==> config.mk <==
export PLATFORM = sky130hd
export DESIGN_NAME = uart_txrx_flat
export DESIGN_NICKNAME = d
export VERILOG_FILES = /design/src/rtl/uart_pkg.sv /design/src/rtl/uart_txrx_if.sv /design/src/rtl/uart_bit_timer.sv /design/src/rtl/uart_txrx.sv /design/src/flat_wrapper.sv
export SDC_FILE = /design/constraint.sdc
export NUM_CORES = 1
export LEC_CHECK = 0
export BUFFER_PORTS_ARGS = -buffer_cell sky130_fd_sc_hd__clkbuf_2
export CAP_MARGIN = 20
export CORE_MARGIN = 2
export CORE_UTILIZATION = 57
export CTS_BUF_LIST = sky130_fd_sc_hd__clkbuf_16
export DETAILED_ROUTE_END_ITERATION = 16
export PLACE_DENSITY = 0.78
export SLEW_MARGIN = 25
export SYNTH_ARGS = -nofsm -noshare
export SYNTH_HDL_FRONTEND = slang
export SYNTH_SLANG_ARGS = --single-unit
==> constraint.sdc <==
create_clock -name i_clk -period 1.6 [get_ports i_clk]
set_input_delay 0.08 -clock i_clk [delete_from_list [all_inputs] [get_ports i_clk]]
set_output_delay 0.08 -clock i_clk [all_outputs]
set_load 0.01 [all_outputs]
==> src/rtl/uart_pkg.sv <==
// Shared types and constants for the uart_txrx block.
// Latency: n/a (declarations only). Backpressure: n/a.
// Contents: TX/RX state enums, line-level constants, parity helper.
// The PARITY states exist only when UART_PARITY_EN is defined.
package uart_pkg;

  localparam logic START_BIT  = 1'b0;
  localparam logic STOP_BIT   = 1'b1;
  localparam logic IDLE_LEVEL = 1'b1;

  typedef enum logic [2:0] {
    TX_IDLE,
    TX_START,
    TX_DATA,
`ifdef UART_PARITY_EN
    TX_PARITY,
`endif
    TX_STOP
  } tx_state_t;

  typedef enum logic [2:0] {
    RX_IDLE,
    RX_START,
    RX_DATA,
`ifdef UART_PARITY_EN
    RX_PARITY,
`endif
    RX_STOP,
    RX_WAIT_IDLE
  } rx_state_t;

  // Payload is zero-extended into 16 bits; the extra zeros do not change the XOR.
  function automatic logic parity_bit(input logic [15:0] data, input logic odd);
    return (^data) ^ odd;
  endfunction

endpackage

==> src/rtl/uart_txrx_if.sv <==
// Byte-stream and pad signals of the uart_txrx block.
// Latency: n/a (wiring only). Backpressure: tx_ready gates tx_start; RX has none.
// Modports: master = producer/consumer + rx pad driver, slave = the UART core.
interface uart_txrx_if #(
  parameter int DATA_BITS = 8
);
  logic                 tx_start;
  logic [DATA_BITS-1:0] tx_data;
  logic                 tx_ready;
  logic                 tx_done;
  logic                 tx;
  logic                 rx;
  logic [DATA_BITS-1:0] rx_data;
  logic                 rx_valid;
  logic                 rx_frame_err;
  logic                 rx_parity_err;

  modport master (
    output tx_start, tx_data, rx,
    input  tx_ready, tx_done, tx, rx_data, rx_valid, rx_frame_err, rx_parity_err
  );

  modport slave (
    input  tx_start, tx_data, rx,
    output tx_ready, tx_done, tx, rx_data, rx_valid, rx_frame_err, rx_parity_err
  );
endinterface

==> src/rtl/uart_bit_timer.sv <==
// Bit-period timer: counts 0..CLK_DIV-1 and pulses o_tick on the last count.
// Latency: o_tick CLK_DIV cycles after a full load, CLK_DIV/2 after a half load.
// Backpressure: none; i_en freezes the count, i_load overrides i_en.
// Ports: i_clk, i_rst (sync, high), i_load, i_half, i_en in; o_tick out.
module uart_bit_timer #(
  parameter int CLK_DIV = 16
) (
  input  logic i_clk,
  input  logic i_rst,
  input  logic i_load,
  input  logic i_half,
  input  logic i_en,
  output logic o_tick
);
  localparam int            CW       = (CLK_DIV > 1) ? $clog2(CLK_DIV) : 1;
  localparam logic [CW-1:0] CNT_MAX  = CW'(CLK_DIV - 1);
  // Starting here leaves exactly CLK_DIV/2 counts before the wrap.
  localparam logic [CW-1:0] CNT_HALF = CW'(CLK_DIV - CLK_DIV / 2);

  logic [CW-1:0] r_cnt;

  always_ff @(posedge i_clk) begin
    if (i_rst) begin
      r_cnt <= '0;
    end else if (i_load) begin
      r_cnt <= i_half ? CNT_HALF : '0;
    end else if (i_en) begin
      r_cnt <= (r_cnt == CNT_MAX) ? '0 : r_cnt + 1'b1;
    end
  end

  assign o_tick = i_en && (r_cnt == CNT_MAX);

endmodule

==> src/rtl/uart_txrx.sv <==
// Full-duplex UART: ready/start transmitter and mid-bit sampling receiver.
// Latency: tx falls 1 cycle after accept; rx_valid 1 cycle after first stop sample.
// Backpressure: TX accepts only while tx_ready; RX has none (rx_valid is a pulse).
// Ports: i_clk, i_rst (sync, high), bus (uart_txrx_if.slave).
// Optional feature macro: UART_PARITY_EN (adds parity bit, drives rx_parity_err).
module uart_txrx
  import uart_pkg::*;
#(
  parameter int CLK_DIV    = 16,
  parameter int DATA_BITS  = 8,
  parameter int STOP_BITS  = 1,
  parameter int PARITY_ODD = 0
) (
  input  logic         i_clk,
  input  logic         i_rst,
  uart_txrx_if.slave   bus
);
  localparam int             BCW       = $clog2(DATA_BITS + 1);
  localparam logic [BCW-1:0] LAST_DATA = BCW'(DATA_BITS - 1);
  localparam logic [BCW-1:0] LAST_STOP = BCW'(STOP_BITS - 1);

  if (CLK_DIV < 4 || DATA_BITS < 5 || DATA_BITS > 9 ||
      STOP_BITS < 1 || STOP_BITS > 2 || PARITY_ODD < 0 || PARITY_ODD > 1) begin : g_bad_cfg
    $error("uart_txrx: illegal parameter set");
  end

  // ---------------------------------------------------------------- TX
  tx_state_t            r_tx_state, w_tx_state_nxt;
  logic [DATA_BITS-1:0] r_tx_shreg;
  logic [BCW-1:0]       r_tx_bitcnt;
  logic                 w_tx_accept;
  logic                 w_tx_tick;
`ifdef UART_PARITY_EN
  logic                 r_tx_par;
`endif

  assign w_tx_accept = (r_tx_state == TX_IDLE) && bus.tx_start;

  uart_bit_timer #(.CLK_DIV(CLK_DIV)) u_tx_timer (
    .i_clk  (i_clk),
    .i_rst  (i_rst),
    .i_load (w_tx_accept),
    .i_half (1'b0),
    .i_en   (r_tx_state != TX_IDLE),
    .o_tick (w_tx_tick)
  );

  always_comb begin
    w_tx_state_nxt = r_tx_state;
    bus.tx         = IDLE_LEVEL;
    bus.tx_ready   = 1'b0;
    bus.tx_done    = 1'b0;
    case (r_tx_state)
      TX_IDLE: begin
        bus.tx_ready = 1'b1;
        if (bus.tx_start) w_tx_state_nxt = TX_START;
      end
      TX_START: begin
        bus.tx = START_BIT;
        if (w_tx_tick) w_tx_state_nxt = TX_DATA;
      end
      TX_DATA: begin
        bus.tx = r_tx_shreg[0];
        if (w_tx_tick && r_tx_bitcnt == LAST_DATA) begin
`ifdef UART_PARITY_EN
          w_tx_state_nxt = TX_PARITY;
`else
          w_tx_state_nxt = TX_STOP;
`endif
        end
      end
`ifdef UART_PARITY_EN
      TX_PARITY: begin
        bus.tx = r_tx_par;
        if (w_tx_tick) w_tx_state_nxt = TX_STOP;
      end
`endif
      TX_STOP: begin
        bus.tx = STOP_BIT;
        if (w_tx_tick && r_tx_bitcnt == LAST_STOP) begin
          bus.tx_done    = 1'b1;
          w_tx_state_nxt = TX_IDLE;
        end
      end
      default: w_tx_state_nxt = TX_IDLE;
    endcase
  end

  always_ff @(posedge i_clk) begin
    if (i_rst) begin
      r_tx_state  <= TX_IDLE;
      r_tx_shreg  <= '0;
      r_tx_bitcnt <= '0;
`ifdef UART_PARITY_EN
      r_tx_par    <= 1'b0;
`endif
    end else begin
      r_tx_state <= w_tx_state_nxt;
      if (w_tx_accept) begin
        r_tx_shreg  <= bus.tx_data;
        r_tx_bitcnt <= '0;
`ifdef UART_PARITY_EN
        r_tx_par    <= parity_bit(16'(bus.tx_data), 1'(PARITY_ODD));
`endif
      end else if (w_tx_tick) begin
        // Counter restarts whenever the FSM moves on, so DATA and STOP share it.
        r_tx_bitcnt <= (w_tx_state_nxt != r_tx_state) ? '0 : r_tx_bitcnt + 1'b1;
        if (r_tx_state == TX_DATA) r_tx_shreg <= r_tx_shreg >> 1;
      end
    end
  end

  // ---------------------------------------------------------------- RX
  rx_state_t            r_rx_state, w_rx_state_nxt;
  logic                 r_rx_meta, r_rx_sync, r_rx_prev;
  logic [DATA_BITS-1:0] r_rx_shreg;
  logic [BCW-1:0]       r_rx_bitcnt;
  logic [DATA_BITS-1:0] r_rx_data;
  logic                 r_rx_valid;
  logic                 r_rx_frame_err;
  logic                 w_rx_fall;
  logic                 w_rx_load;
  logic                 w_rx_run;
  logic                 w_rx_tick;
`ifdef UART_PARITY_EN
  logic                 r_rx_par;
  logic                 r_rx_parity_err;
`endif

  assign w_rx_fall = r_rx_prev && !r_rx_sync;
  assign w_rx_load = (r_rx_state == RX_IDLE) && w_rx_fall;
  assign w_rx_run  = (r_rx_state != RX_IDLE) && (r_rx_state != RX_WAIT_IDLE);

  // Half-period load centres every later sample in its bit.
  uart_bit_timer #(.CLK_DIV(CLK_DIV)) u_rx_timer (
    .i_clk  (i_clk),
    .i_rst  (i_rst),
    .i_load (w_rx_load),
    .i_half (1'b1),
    .i_en   (w_rx_run),
    .o_tick (w_rx_tick)
  );

  always_comb begin
    w_rx_state_nxt = r_rx_state;
    case (r_rx_state)
      RX_IDLE:  if (w_rx_fall) w_rx_state_nxt = RX_START;
      RX_START: if (w_rx_tick) w_rx_state_nxt = (r_rx_sync == START_BIT) ? RX_DATA : RX_IDLE;
      RX_DATA: begin
        if (w_rx_tick && r_rx_bitcnt == LAST_DATA) begin
`ifdef UART_PARITY_EN
          w_rx_state_nxt = RX_PARITY;
`else
          w_rx_state_nxt = RX_STOP;
`endif
        end
      end
`ifdef UART_PARITY_EN
      RX_PARITY: if (w_rx_tick) w_rx_state_nxt = RX_STOP;
`endif
      // Only the first stop bit is checked; a low stop bit means a break.
      RX_STOP:      if (w_rx_tick) w_rx_state_nxt = (r_rx_sync == STOP_BIT) ? RX_IDLE : RX_WAIT_IDLE;
      RX_WAIT_IDLE: if (r_rx_sync == IDLE_LEVEL) w_rx_state_nxt = RX_IDLE;
      default:      w_rx_state_nxt = RX_IDLE;
    endcase
  end

  always_ff @(posedge i_clk) begin
    if (i_rst) begin
      r_rx_state      <= RX_IDLE;
      r_rx_meta       <= IDLE_LEVEL;
      r_rx_sync       <= IDLE_LEVEL;
      r_rx_prev       <= IDLE_LEVEL;
      r_rx_shreg      <= '0;
      r_rx_bitcnt     <= '0;
      r_rx_data       <= '0;
      r_rx_valid      <= 1'b0;
      r_rx_frame_err  <= 1'b0;
`ifdef UART_PARITY_EN
      r_rx_par        <= 1'b0;
      r_rx_parity_err <= 1'b0;
`endif
    end else begin
      r_rx_meta  <= bus.rx;
      r_rx_sync  <= r_rx_meta;
      r_rx_prev  <= r_rx_sync;
      r_rx_state <= w_rx_state_nxt;
      r_rx_valid <= 1'b0;
      if (w_rx_load) begin
        r_rx_bitcnt <= '0;
      end else if (w_rx_tick) begin
        r_rx_bitcnt <= (w_rx_state_nxt != r_rx_state) ? '0 : r_rx_bitcnt + 1'b1;
        case (r_rx_state)
          RX_DATA: r_rx_shreg <= {r_rx_sync, r_rx_shreg[DATA_BITS-1:1]};
`ifdef UART_PARITY_EN
          RX_PARITY: r_rx_par <= r_rx_sync;
`endif
          RX_STOP: begin
            r_rx_valid     <= 1'b1;
            r_rx_data      <= r_rx_shreg;
            r_rx_frame_err <= (r_rx_sync != STOP_BIT);
`ifdef UART_PARITY_EN
            r_rx_parity_err <= (r_rx_par != parity_bit(16'(r_rx_shreg), 1'(PARITY_ODD)));
`endif
          end
          default: ;
        endcase
      end
    end
  end

  assign bus.rx_data      = r_rx_data;
  assign bus.rx_valid     = r_rx_valid;
  assign bus.rx_frame_err = r_rx_frame_err;
`ifdef UART_PARITY_EN
  assign bus.rx_parity_err = r_rx_parity_err;
`else
  assign bus.rx_parity_err = 1'b0;
`endif

endmodule

==> src/flat_wrapper.sv <==
// flat-port wrapper written by rule: the top's interface ports become plain ports
module uart_txrx_flat import uart_pkg::*;
#(
  parameter int CLK_DIV    = 16,
  parameter int DATA_BITS  = 8,
  parameter int STOP_BITS  = 1,
  parameter int PARITY_ODD = 0
)
  (i_clk, i_rst, bus_tx_start, bus_tx_data, bus_rx, bus_tx_ready, bus_tx_done, bus_tx, bus_rx_data, bus_rx_valid, bus_rx_frame_err, bus_rx_parity_err);
  uart_txrx_if #(.DATA_BITS(DATA_BITS)) bus_i ();
  input  logic i_clk;
  input  logic i_rst;
  input wire logic [$bits(bus_i.tx_start)-1:0] bus_tx_start;
  input wire logic [$bits(bus_i.tx_data)-1:0] bus_tx_data;
  input wire logic [$bits(bus_i.rx)-1:0] bus_rx;
  output wire logic [$bits(bus_i.tx_ready)-1:0] bus_tx_ready;
  output wire logic [$bits(bus_i.tx_done)-1:0] bus_tx_done;
  output wire logic [$bits(bus_i.tx)-1:0] bus_tx;
  output wire logic [$bits(bus_i.rx_data)-1:0] bus_rx_data;
  output wire logic [$bits(bus_i.rx_valid)-1:0] bus_rx_valid;
  output wire logic [$bits(bus_i.rx_frame_err)-1:0] bus_rx_frame_err;
  output wire logic [$bits(bus_i.rx_parity_err)-1:0] bus_rx_parity_err;
  assign bus_i.tx_start = bus_tx_start;
  assign bus_i.tx_data = bus_tx_data;
  assign bus_i.rx = bus_rx;
  assign bus_tx_ready = bus_i.tx_ready;
  assign bus_tx_done = bus_i.tx_done;
  assign bus_tx = bus_i.tx;
  assign bus_rx_data = bus_i.rx_data;
  assign bus_rx_valid = bus_i.rx_valid;
  assign bus_rx_frame_err = bus_i.rx_frame_err;
  assign bus_rx_parity_err = bus_i.rx_parity_err;
  uart_txrx #(.CLK_DIV(CLK_DIV), .DATA_BITS(DATA_BITS), .STOP_BITS(STOP_BITS), .PARITY_ODD(PARITY_ODD)) u_core (.i_clk(i_clk), .i_rst(i_rst), .bus(bus_i));
endmodule
==> out/results.ini <==
[cells_and_area]
areaGrowthSynthToFinish_pct = 20.9
design_area_um2 = 2800
drive_gt1_frac = 0.287
final_util = 0.706
antenna_cells = 0
final_nets = 312
final-instance-count-excl-fill = 346

[timing]
fin_worst_skew_ns = 0.00380
finalMaxSlewViolations = 0
worst_slack_ns = 0.0283
fmax_ghz = 0.636
hold_violations = 0
fin_crit_ns = 1.57
rsz0062_at_grt = true
finalSetupViolCount = 0
finalCritPeriodShare = 0.982

[critical_path]
regToRegStartpoint = u_core.r_tx_bitcnt[0]
cp.required_ns = 1.52
worst_setup_path_end_kind = primary output
r2r_slack_ns = 0.08
criticalPathCategory = reg2out
reg2reg_depth = 5
crit_path_start_kind = register
cp.arrival_ns = 1.49
r2r-end = u_core.r_tx_bitcnt[0]
cp_max_fo = 5
cp-startpoint = u_core.r_tx_bitcnt[0]

[cts]
cts.reportedPaths.clkPinSlew_ns = 0.07
htree_levels = 2
cts.sinks = 51
clock_latency_ns = 0.29
cts_buffer_depth = 2
cts_tree = yes
numCtsBuffers = 5
cts_root_buffer = clkbuf_16
postCtsSetupRepairBufs = 0

[drt]
vias = 2025
first_pass_iters = 4
wl_per_cell_um = 14.8
first_iter_violations = 97
routed_wirelength_um = 5110
via_per_inst = 5.85
ant_nets = 0
drcViolationCount = 0

[hold_path]
holdPathStages = 3
min_to = u_core.r_tx_shreg[7]
holdCritStartpoint = bus_tx_data[7]
worst_hold_path_type = in2reg

[power]
powerDensity_nw_per_um2 = 959
total_leakage_power_nw = 1.01
ir_drop_v = 0.000838

[placement]
dp_hpwl_um = 3480
place.gp.congestion = 0.778
placed_cell_area_um2 = 2550
place_ws_ns = -0.00429
numPortBuffers = 24
dpl.cell_count = 337

[grt]
grt_antenna_before_repair = 0
grt_usage = 0.245
grt_pass1_wl_um = 8400
grt_pass1_vias = 1817
grt_max_degree = 23
overflow = 0

[synth]
yosys-top-cells-count = dfxtp_1, nand2_1, nor2_1
syn_area_um2 = 2320
ys_ff_latch = 51
ys_warn_count = 0
synth.top_cells.by_area = dfxtp_1, a21oi_1, nand2_1, a311oi_2, nor2_1
ys_types = 49
netlist_instances = 261
ys.flop_type = dfxtp_1
async_reset_ff_frac = 0
ys_seq_area_frac = 0.440
syn_area_per_cell_um2 = 8.89
synth_top_area_share = 0.440
post-synth-top-area-cell = dfxtp_1
synth-edff-count = 0
yosysMostFrequentCell = dfxtp_1

[floorplan]
dieWidth_um = 67.8
start_util = 0.584
die_y_um = 67.8
core.rowCount = 23
die_area_um2 = 4600
core_um2 = 3970
io_pins = 26

[run]
cap_violations = 0

[status]
outcome = finished clean

## cell usage in the layout (no fill, tap or decap), types with 4 or more instances in the layout
cell / count
nor3_1: 12
a21oi_1: 24
nand3_1: 12
dfxtp_1: 46
nor2_1: 26
a311oi_2: 7
a31oi_1: 5
o21ai_0: 12
buf_4: 14
clkbuf_2: 23
nand2_1: 28
dfxtp_2: 4
xor2_1: 4
or2_2: 4
clkbuf_16: 5
mux2i_1: 9
## worst max-delay path by stage
stage / endpoint / slack [ns] / cells after the start
2_1_floorplan: u_core.r_rx_shreg[0] / 0.11 / 5
3_3_place_gp: u_core.r_tx_bitcnt[0] / 0.06 / 6
3_5_place_dp: u_core.r_tx_bitcnt[0] / -0.004 / 6
4_1_cts: u_core.r_tx_shreg[3] / 0.008 / 7
5_1_grt: bus_tx_done / -0.02 / 6
6_report: bus_tx_done / 0.03 / 6
## layer usage
| layer | global-route usage | share of wire | vias up |
|---|---|---|---|
| met2 | 0.403 | 0.49 | 47 |
| met3 | 0.0633 | 0.047 | 13 |
| met4 | 0.123 | 0.027 | 0 |
| met5 | 0 | 0 | - |
| met1 | 0.296 | 0.43 | 969 |
| li1 | - | - | 996 |
## state kept, by name (all words and copies together) (netlist names)
name and flops:
u_core.r_rx_state 3, u_core.u_rx_timer.r_cnt 4, u_core.r_rx_shreg 8, u_core.r_rx_sync 1, u_core.r_rx_meta 1, u_core.bus.rx_data 8, u_core.u_tx_timer.r_cnt 4, u_core.r_rx_bitcnt 4
u_core.r_tx_state 3, u_core.r_rx_prev 1, u_core.bus.rx_valid 1, u_core.r_tx_bitcnt 4, u_core.r_tx_shreg 8, u_core.bus.rx_frame_err 1
## critical path, cell delays in order, from the launching register on
cell,delay (ns)
dfxtp_4,0.36
inv_2,0.06
ha_4,0.12
and4bb_2,0.29
nand2_2,0.07
nor3b_2,0.16
buf_2,0.14
## timing repair
item	4_1_cts	5_1_grt
endpoints found under the setup margin	3	32
pin swaps	0	7
hold buffers	1	0
resized for setup	6	16
endpoints found under the hold margin	1	0
## layout make-up
class | instances | area (um2)
sequential | 51 | 1030
tap | 50 | 62.6
timing repair buffer | 40 | 255
inverter | 5 | 21.3
clock inverter | 3 | 46.3
multi-input combinational | 192 | 1260
fill | 310 | 1170
clock buffer | 5 | 125
## stage by stage
stage	hold slack (ns)	power [W]	TNS [ns]
finish	0.0415	0.00269	0
global route	0.0527	0.00277	-0.0226
floorplan	0.184	0.00145	0
detailed placement	0.283	0.00149	-0.00429
CTS	0.0424	0.00270	0
global placement	0.267	0.00149	0
## kinds of logic after synthesis
logic type      Yosys count  synth area share
mux                       9            0.0388
other cells               1           0.00162
fa+ha+maj                 5            0.0270
simple gates            116             0.261
flops                    51             0.440
compound gates           55             0.167
xor+xnor                  5            0.0189
buf+inv                  19            0.0458
## power by group
group / switching, W / internal [W]
Clock: 0.000476 / 0.000743
Combinational: 0.0000894 / 0.0000656
Sequential: 0.0000215 / 0.00129
Power figures use the tool's default switching activity.
